$ cat config.mk
export PLATFORM = sky130hd
export DESIGN_NAME = get_controller
export DESIGN_NICKNAME = d
export VERILOG_FILES = /design/src/rtl/get_pkg.sv /design/src/rtl/get_controller_head_token_ring.sv /design/src/rtl/get_controller.sv
export SDC_FILE = /design/constraint.sdc
export NUM_CORES = 1
export LEC_CHECK = 0
export ABC_CLOCK_PERIOD_IN_PS = 2700
export CORE_ASPECT_RATIO = 0.75
export CORE_MARGIN = 1
export CORE_UTILIZATION = 40
export CTS_BUF_LIST = sky130_fd_sc_hd__clkbuf_4
export DETAILED_ROUTE_END_ITERATION = 8
export GPL_TIMING_DRIVEN = 0
export PLACE_DENSITY = 0.93
export SLEW_MARGIN = 5
export SYNTH_ARGS = -nofsm -noshare
export SYNTH_HDL_FRONTEND = slang
export SYNTH_SLANG_ARGS = --single-unit
$ cat constraint.sdc
create_clock -name clk -period 2.7 [get_ports clk]
set_clock_uncertainty 0.05 [all_clocks]
set_input_delay 0.675 -clock clk [delete_from_list [all_inputs] [get_ports clk]]
set_output_delay 0.675 -clock clk [all_outputs]
set_load 0.01 [all_outputs]
$ cat src/rtl/get_pkg.sv
// Shared types and helpers for the get-side controller of the cell-based FIFO:
// output state encoding, one-hot token rotation and one-hot to index conversion.
package get_pkg;

    localparam int MAX_CELLS = 64;

    typedef enum logic {
        OUT_EMPTY = 1'b0,
        OUT_FULL  = 1'b1
    } out_state_e;

    // Rotate a one-hot token left by one within an n-cell ring (bit n-1 wraps to bit 0).
    function automatic logic [MAX_CELLS-1:0] token_rotate(input logic [MAX_CELLS-1:0] tok,
                                                          input int n);
        logic [MAX_CELLS-1:0] r;
        r = '0;
        for (int i = 0; i < MAX_CELLS - 1; i++) begin
            if (i < n - 1) r[i+1] = tok[i];
        end
        for (int i = 0; i < MAX_CELLS; i++) begin
            if (i == n - 1) r[0] = tok[i];
        end
        return r;
    endfunction

    function automatic int onehot_idx(input logic [MAX_CELLS-1:0] oh);
        int idx;
        idx = 0;
        for (int i = 0; i < MAX_CELLS; i++) begin
            if (oh[i]) idx = idx | i;
        end
        return idx;
    endfunction

endpackage

$ cat src/rtl/get_controller_head_token_ring.sv
// One-hot head token for the get side: resets to cell 0 and moves one cell
// forward (with wrap) on each cycle that advance is high.
module head_token_ring
    import get_pkg::*;
#(
    parameter int N_CELLS = 16
) (
    input  logic               clk,
    input  logic               reset,
    input  logic               advance,
    output logic [N_CELLS-1:0] token
);

    always_ff @(posedge clk) begin
        if (reset) begin
            token <= N_CELLS'(1);
        end else if (advance) begin
            token <= N_CELLS'(token_rotate(MAX_CELLS'(token), N_CELLS));
        end
    end

endmodule

$ cat src/rtl/get_controller.sv
// Read-side controller of the cell-based FIFO: pulls the head cell into one output
// register behind a valid/ready handshake. Optional build macro GET_CONTROLLER_OCC_CNT_EN.
module get_controller
    import get_pkg::*;
#(
    parameter int N_CELLS    = 16,
    parameter int DATA_WIDTH = 8
) (
    input  logic                          clk,
    input  logic                          reset,
    input  logic [N_CELLS-1:0]            f_i,
    input  logic [N_CELLS*DATA_WIDTH-1:0] d_i,
    output logic [N_CELLS-1:0]            get_o,
    output logic [DATA_WIDTH-1:0]         data_o,
    output logic                          valid_o,
    input  logic                          ready_i,
    output logic                          empty
`ifdef GET_CONTROLLER_OCC_CNT_EN
    ,
    output logic [$clog2(N_CELLS+1):0]    occ_o,
    output logic                          order_err_o
`endif
);

    localparam int IDX_W = $clog2(N_CELLS);

    out_state_e             state;
    out_state_e             state_next;
    logic [N_CELLS-1:0]     token;
    logic                   head_full;
    logic                   take;
    logic                   valid_next;
    logic [IDX_W-1:0]       head_idx;
    logic [DATA_WIDTH-1:0]  head_word;

    head_token_ring #(
        .N_CELLS (N_CELLS)
    ) u_ring (
        .clk     (clk),
        .reset   (reset),
        .advance (take),
        .token   (token)
    );

    assign valid_o = (state == OUT_FULL);

    // A read happens whenever the head cell is full and the output register is free
    // or being drained this cycle; that is what gives one word per cycle when streaming.
    always_comb begin
        head_full  = |(f_i & token);
        take       = head_full && ((state == OUT_EMPTY) || ready_i);
        state_next = state;
        case (state)
            OUT_EMPTY: if (take) state_next = OUT_FULL;
            OUT_FULL:  if (ready_i && !take) state_next = OUT_EMPTY;
            default:   state_next = OUT_EMPTY;
        endcase
        valid_next = (state_next == OUT_FULL);
    end

    always_comb begin
        head_idx  = IDX_W'(onehot_idx(MAX_CELLS'(token)));
        head_word = '0;
        for (int k = 0; k < N_CELLS; k++) begin
            if (head_idx == IDX_W'(k)) head_word = d_i[k*DATA_WIDTH +: DATA_WIDTH];
        end
    end

    always_ff @(posedge clk) begin
        if (reset) begin
            state  <= OUT_EMPTY;
            data_o <= '0;
            get_o  <= '0;
            empty  <= 1'b1;
        end else begin
            state <= state_next;
            get_o <= take ? token : '0;
            if (take) data_o <= head_word;
            empty <= !(valid_next || (|f_i));
        end
    end

`ifdef GET_CONTROLLER_OCC_CNT_EN
    localparam int OCC_W = $clog2(N_CELLS+1) + 1;

    logic [OCC_W-1:0] f_count;

    always_comb begin
        f_count = '0;
        for (int k = 0; k < N_CELLS; k++) begin
            f_count = f_count + OCC_W'(f_i[k]);
        end
    end

    // Any full cell while the head is empty and nothing is held means the put side skipped a cell.
    always_ff @(posedge clk) begin
        if (reset) begin
            occ_o       <= '0;
            order_err_o <= 1'b0;
        end else begin
            occ_o <= f_count + OCC_W'(valid_o);
            if ((|f_i) && !head_full && (state == OUT_EMPTY)) order_err_o <= 1'b1;
        end
    end
`endif

endmodule

# Yosys cells after proc, flatten, opt, wreduce, memory -nomap -nowiden
# Cells that the tools add are included.
# word_totals
rom_bits,0
register_bits,42
ram_bits,0
wordCells,67
memories,0
latchBits,0
# op_classes
muxes,34
eq_ne,15
magnitude_cmp,0
addsub,0
multipliers,0
n_shift,0
n_reduce_logical,10
bitwise_logic,3
n_div,0
# ops
op,n
$mux 8,16
$eq 4x4->1 const B,8
$mux 4,8
$reduce_or 16->1,2
$and 16x16->16,1
$eq 4x3->1 const B,4
$mux 3,4
$eq 4x2->1 const B,2
$eq 4x1->1 const B,1
$logic_not 4->1,1
$mux 2,2
$mux 1,3
$logic_and 1x1->1,2
$logic_not 1->1,2
$logic_or 1x1->1,2
$not 1->1,2
$pmux 1 s2,1
$reduce_or 2->1,1

# Logic depth before layout (Yosys ltp)
# depth
depth_word,32
depth_mapped,10

# Hierarchy
# A second synthesis with hierarchy kept.
# unflattened
hier_cells,376
area_unflattened_um2,3168.0
# modules_own_cells
mod,instances,area_per_inst_um2,seq_area_each_um2,cells_per_inst
get_controller,1,2586.2,520.5,324
head_token_ring,1,581.8,320.3,52

# Least setup slack after synthesis
# Ideal clock, no wire load.
# synth_path
kind,input-to-reg
startpoint,input port f_i[3]
endpoint,register data_o[3]
t_required_ps,2591
slack_ps,320
n_path_buf,2
arrival_time_ps,2271
path_stages,9
path_cell_list,a22o_2 -> a221oi_1 -> and4_1 -> nand2b_1 -> clkbuf_1 -> clkbuf_1 -> nand2_1 -> a21oi_1 -> o31a_1
# synth_via
elab_chain_len,3
# synth_rtl
element,line,rtl
from (decl),get_controller.sv:11,"input logic [N_CELLS-1:0] f_i,"
$and 16x16->16,get_controller.sv:50,head_full = |(f_i & token);
$reduce_or 16->1,get_controller.sv:50,
$logic_and 1x1->1,get_controller.sv:51,take = head_full && ((state == OUT_EMPTY) || ready_i);
to (signal assigned),get_controller.sv:78,if (take) data_o <= head_word;
to (decl),get_controller.sv:14,"output logic [DATA_WIDTH-1:0] data_o,"
# Every way passes these cells.
# A chain may end at the register's enable or synchronous reset.

# Worst setup path in the final report
# layout_path
startpoint,register u_ring.token[12]
endpoint,register data_o[2]
# layout_via
elab_chain_len,21
# layout_rtl
element,line,rtl
from (decl),get_controller_head_token_ring.sv:11,output logic [N_CELLS-1:0] token
from (signal assigned),get_controller_head_token_ring.sv:18,"token <= N_CELLS'(token_rotate(MAX_CELLS'(token), N_CELLS));"
$mux 4 (4 in a row),get_pkg.sv:30,if (oh[i]) idx = idx | i;
$logic_not 4->1,get_controller.sv:65,if (head_idx == IDX_W'(k)) head_word = d_i[k*DATA_WIDTH +: DATA_WIDTH];
$mux 8 (16 in a row),get_controller.sv:65,
# Several ways; a longest one is shown, not always the timed one.

==> flow_summary.json <==
{
  "status": "completed",
  "fin_crit_ns": 2.67,
  "syn_nets": 543,
  "synth_top_flop_cell": "dfxtp_1",
  "ys_ff_latch": 42,
  "ys_warn_count": 0,
  "root_buffer": "clkbuf_4",
  "worst_path_max_delay_cell": "dfxtp_1",
  "numClockSinks": 42,
  "grt_max_degree": 15,
  "clk_path_buf_depth": 2,
  "layout_commonest_cell": "clkdlybuf4s50_1",
  "numCtsBuffers": 5,
  "grt_pass1_vias": 3905,
  "setup_viol": 0,
  "power_frac_clock_pct": 18.2,
  "die_h_microns": 78.8,
  "cp_num_buf_inv": 1,
  "synth_area_per_cell_sq_um": 7.93,
  "start_util_pct": 42.1,
  "synth.area.top_cells": "dfxtp_1, nand2_1, a21oi_1",
  "cp-end-kind": "register",
  "rows": 27,
  "period_share_pct": 99.0,
  "holdWs_ns": 0.461,
  "antenna_found_initial": 0,
  "critPathKind": "reg2reg",
  "fillers": 586,
  "async_flop_share_pct": 0,
  "p_int_mw": 1.17,
  "ir_drop_v": 0.000278,
  "drc": 0,
  "viasPerCell": 5.98,
  "port_buffers": 172,
  "fmax_ghz": 0.374,
  "grt_util_all_layers_pct": 30.7,
  "core_area_sq_um": 7470,
  "place_ws_ns": -0.535,
  "io_pins": 173,
  "final_hold_viol_count": 0,
  "critPathLaunchType": "register",
  "max-cap-violations": 0,
  "hp-class": "reg2reg",
  "grt_util_met1_pct": 39.7,
  "detail_route.wl_per_cell_microns": 19.3,
  "synth_edf_count": 0,
  "wirelength_mm": 13.3,
  "drv_slew": 0,
  "critPathRequiredTime_ns": 2.94,
  "gp_congestion": 0.959,
  "final.setup.worst_slack_ns": 0.0282,
  "tightest_slew_ns": 0.948,
  "drt_pre_antenna_iters": 5,
  "p_sw_share_pct": 33.9,
  "power.share.combinational_pct": 42.8,
  "die_width_microns": 104,
  "ant_nets": 0,
  "drive_gt1_share_pct": 15.1,
  "power.density_nw_per_um2": 336,
  "dieArea_sq_um": 8220,
  "ys_types": 74,
  "clk_latency_ns": 0.36,
  "drt_iter0_drc": 328,
  "utilization_pct": 70.3,
  "busiest_layer": "met2",
  "crit_chain": "or4_1, buf_6, nand4_4, nor3_4, a222oi_1, a2111oi_4, o31ai_2, a211oi_2",
  "htreeDepth": 2,
  "fin_nets": 734,
  "synth_cells": 396,
  "area_growth_pct": 67.0,
  "yosysTopAreaCell": "dfxtp_1",
  "synth_area_sq_um": 3140,
  "synth.top_cell.area_share_pct": 26.8,
  "clkTransAtPathRegs_ns": 0.14,
  "yosysSeqAreaShare_pct": 26.8,
  "met2_usage_pct": 50.7,
  "switching_power_uw": 598,
  "path_delay_family": "compound AO/OA/AOI/OAI gates",
  "rsz0062_at_grt": "yes",
  "max_slew_margin_pct": 36.3,
  "dr_total_vias": 4119,
  "layout_common_cells": "clkdlybuf4s50_1, nand2_1, dfxtp_1",
  "overflow": 0,
  "pwr-share-seq_pct": 39.0,
  "dpl_cell_area_sq_um": 4990,
  "dp_hpwl_mm": 10.4,
  "grt_pass1_wl_mm": 19.7,
  "grt_use_met3_pct": 8.95,
  "p_leak_nw": 1.94,
  "path_max_fanout": 8,
  "cts_tree": "done",
  "n_antenna_cell": 0,
  "crit_arrival_ns": 2.92,
  "max_stage_delay_ns": 0.58,
  "final_cell_area_sq_um": 5250
}
stage by stage:
stage	std cells	setup TNS (ns)	total power [mW]
after floorplan	396	0	1.02
after detailed placement	669	-15.06	1.41
final	689	0	1.76
after CTS	680	-0.0351	1.73
after global placement	669	-13.27	1.40
after global routing	689	-0.112	1.84
per-layer routing:
metal  part of all wire [%]  vias up
li1                       -     1908
met1                     42     1913
met2                     45      273
met3                     11       25
met4                    1.4        0
met5                      0        -
flip-flops by register name (all words and copies together) (netlist names):
signal and count:
data_o 8, empty 1, valid_o 1, u_ring.token 16, get_o 16
tightest hold or removal path, stage by stage (launching register included):
cell     delay, ns
dfxtp_1       0.37
nand2_1       0.08
a21oi_1       0.05
power by group through the flow:
stage                     sequential, mW  clock, mW  combinational, mW
final                              0.688      0.321              0.755
after global routing               0.691      0.355              0.799
after CTS                          0.684      0.322              0.726
after detailed placement           0.696          0              0.716
after global placement             0.697          0              0.706
after floorplan                    0.701          0              0.322
final timing paths:
kind / start / to / slack (ns) / cells past startpoint
min reg2reg: u_ring.token[0] / u_ring.token[1] / 0.46 / 2
max reg2reg: u_ring.token[12] / data_o[2] / 0.03 / 8
min: u_ring.token[0] / u_ring.token[1] / 0.46 / 2
max: u_ring.token[12] / data_o[2] / 0.03 / 8
layout make-up:
class,instances,area (sq um),share of cell area [%]
sequential,42,843,16.1
timing repair buffer,185,1820,34.7
inverter,2,7.51,0.143
clock buffer,5,37.5,0.715
tap,101,126,2.41
clock inverter,3,21.3,0.405
multi-input combinational,323,2210,42.2
buffer,28,179,3.41
synth_stat cells (4+ instances only):
| cell type | count |
|---|---|
| nand2_1 | 69 |
| dfxtp_1 | 42 |
| nor2_1 | 33 |
| a21oi_1 | 25 |
| and2_1 | 17 |
| buf_2 | 11 |
| clkbuf_1 | 11 |
| nor3_1 | 11 |
| nor4_1 | 10 |
| a221oi_1 | 8 |
| a22oi_1 | 8 |
| o21ai_0 | 8 |
| or4_1 | 7 |
| a222oi_1 | 6 |
| a22o_1 | 6 |
| nand3_1 | 6 |
| nand4_1 | 6 |
| o221ai_1 | 6 |
| a211oi_1 | 5 |
| buf_6 | 5 |
| o211ai_1 | 5 |
| a21o_1 | 4 |
| mux2_2 | 4 |
| mux2i_1 | 4 |
cells by family after synthesis:
logic type	Yosys count	share of synthesized area, %
compound gates	123	30.6
buf+inv	31	5.50
flops	42	26.8
mux	8	2.71
simple gates	192	34.4
timing repair:
action / in CTS / in global routing
hold buffers: 0 / 0
gates resized for setup: 7 / 28
pin swaps: 3 / 6
buffers inserted: 4 / 9
endpoints found under the setup margin: 33 / 29
Power figures use the tool's default switching activity.
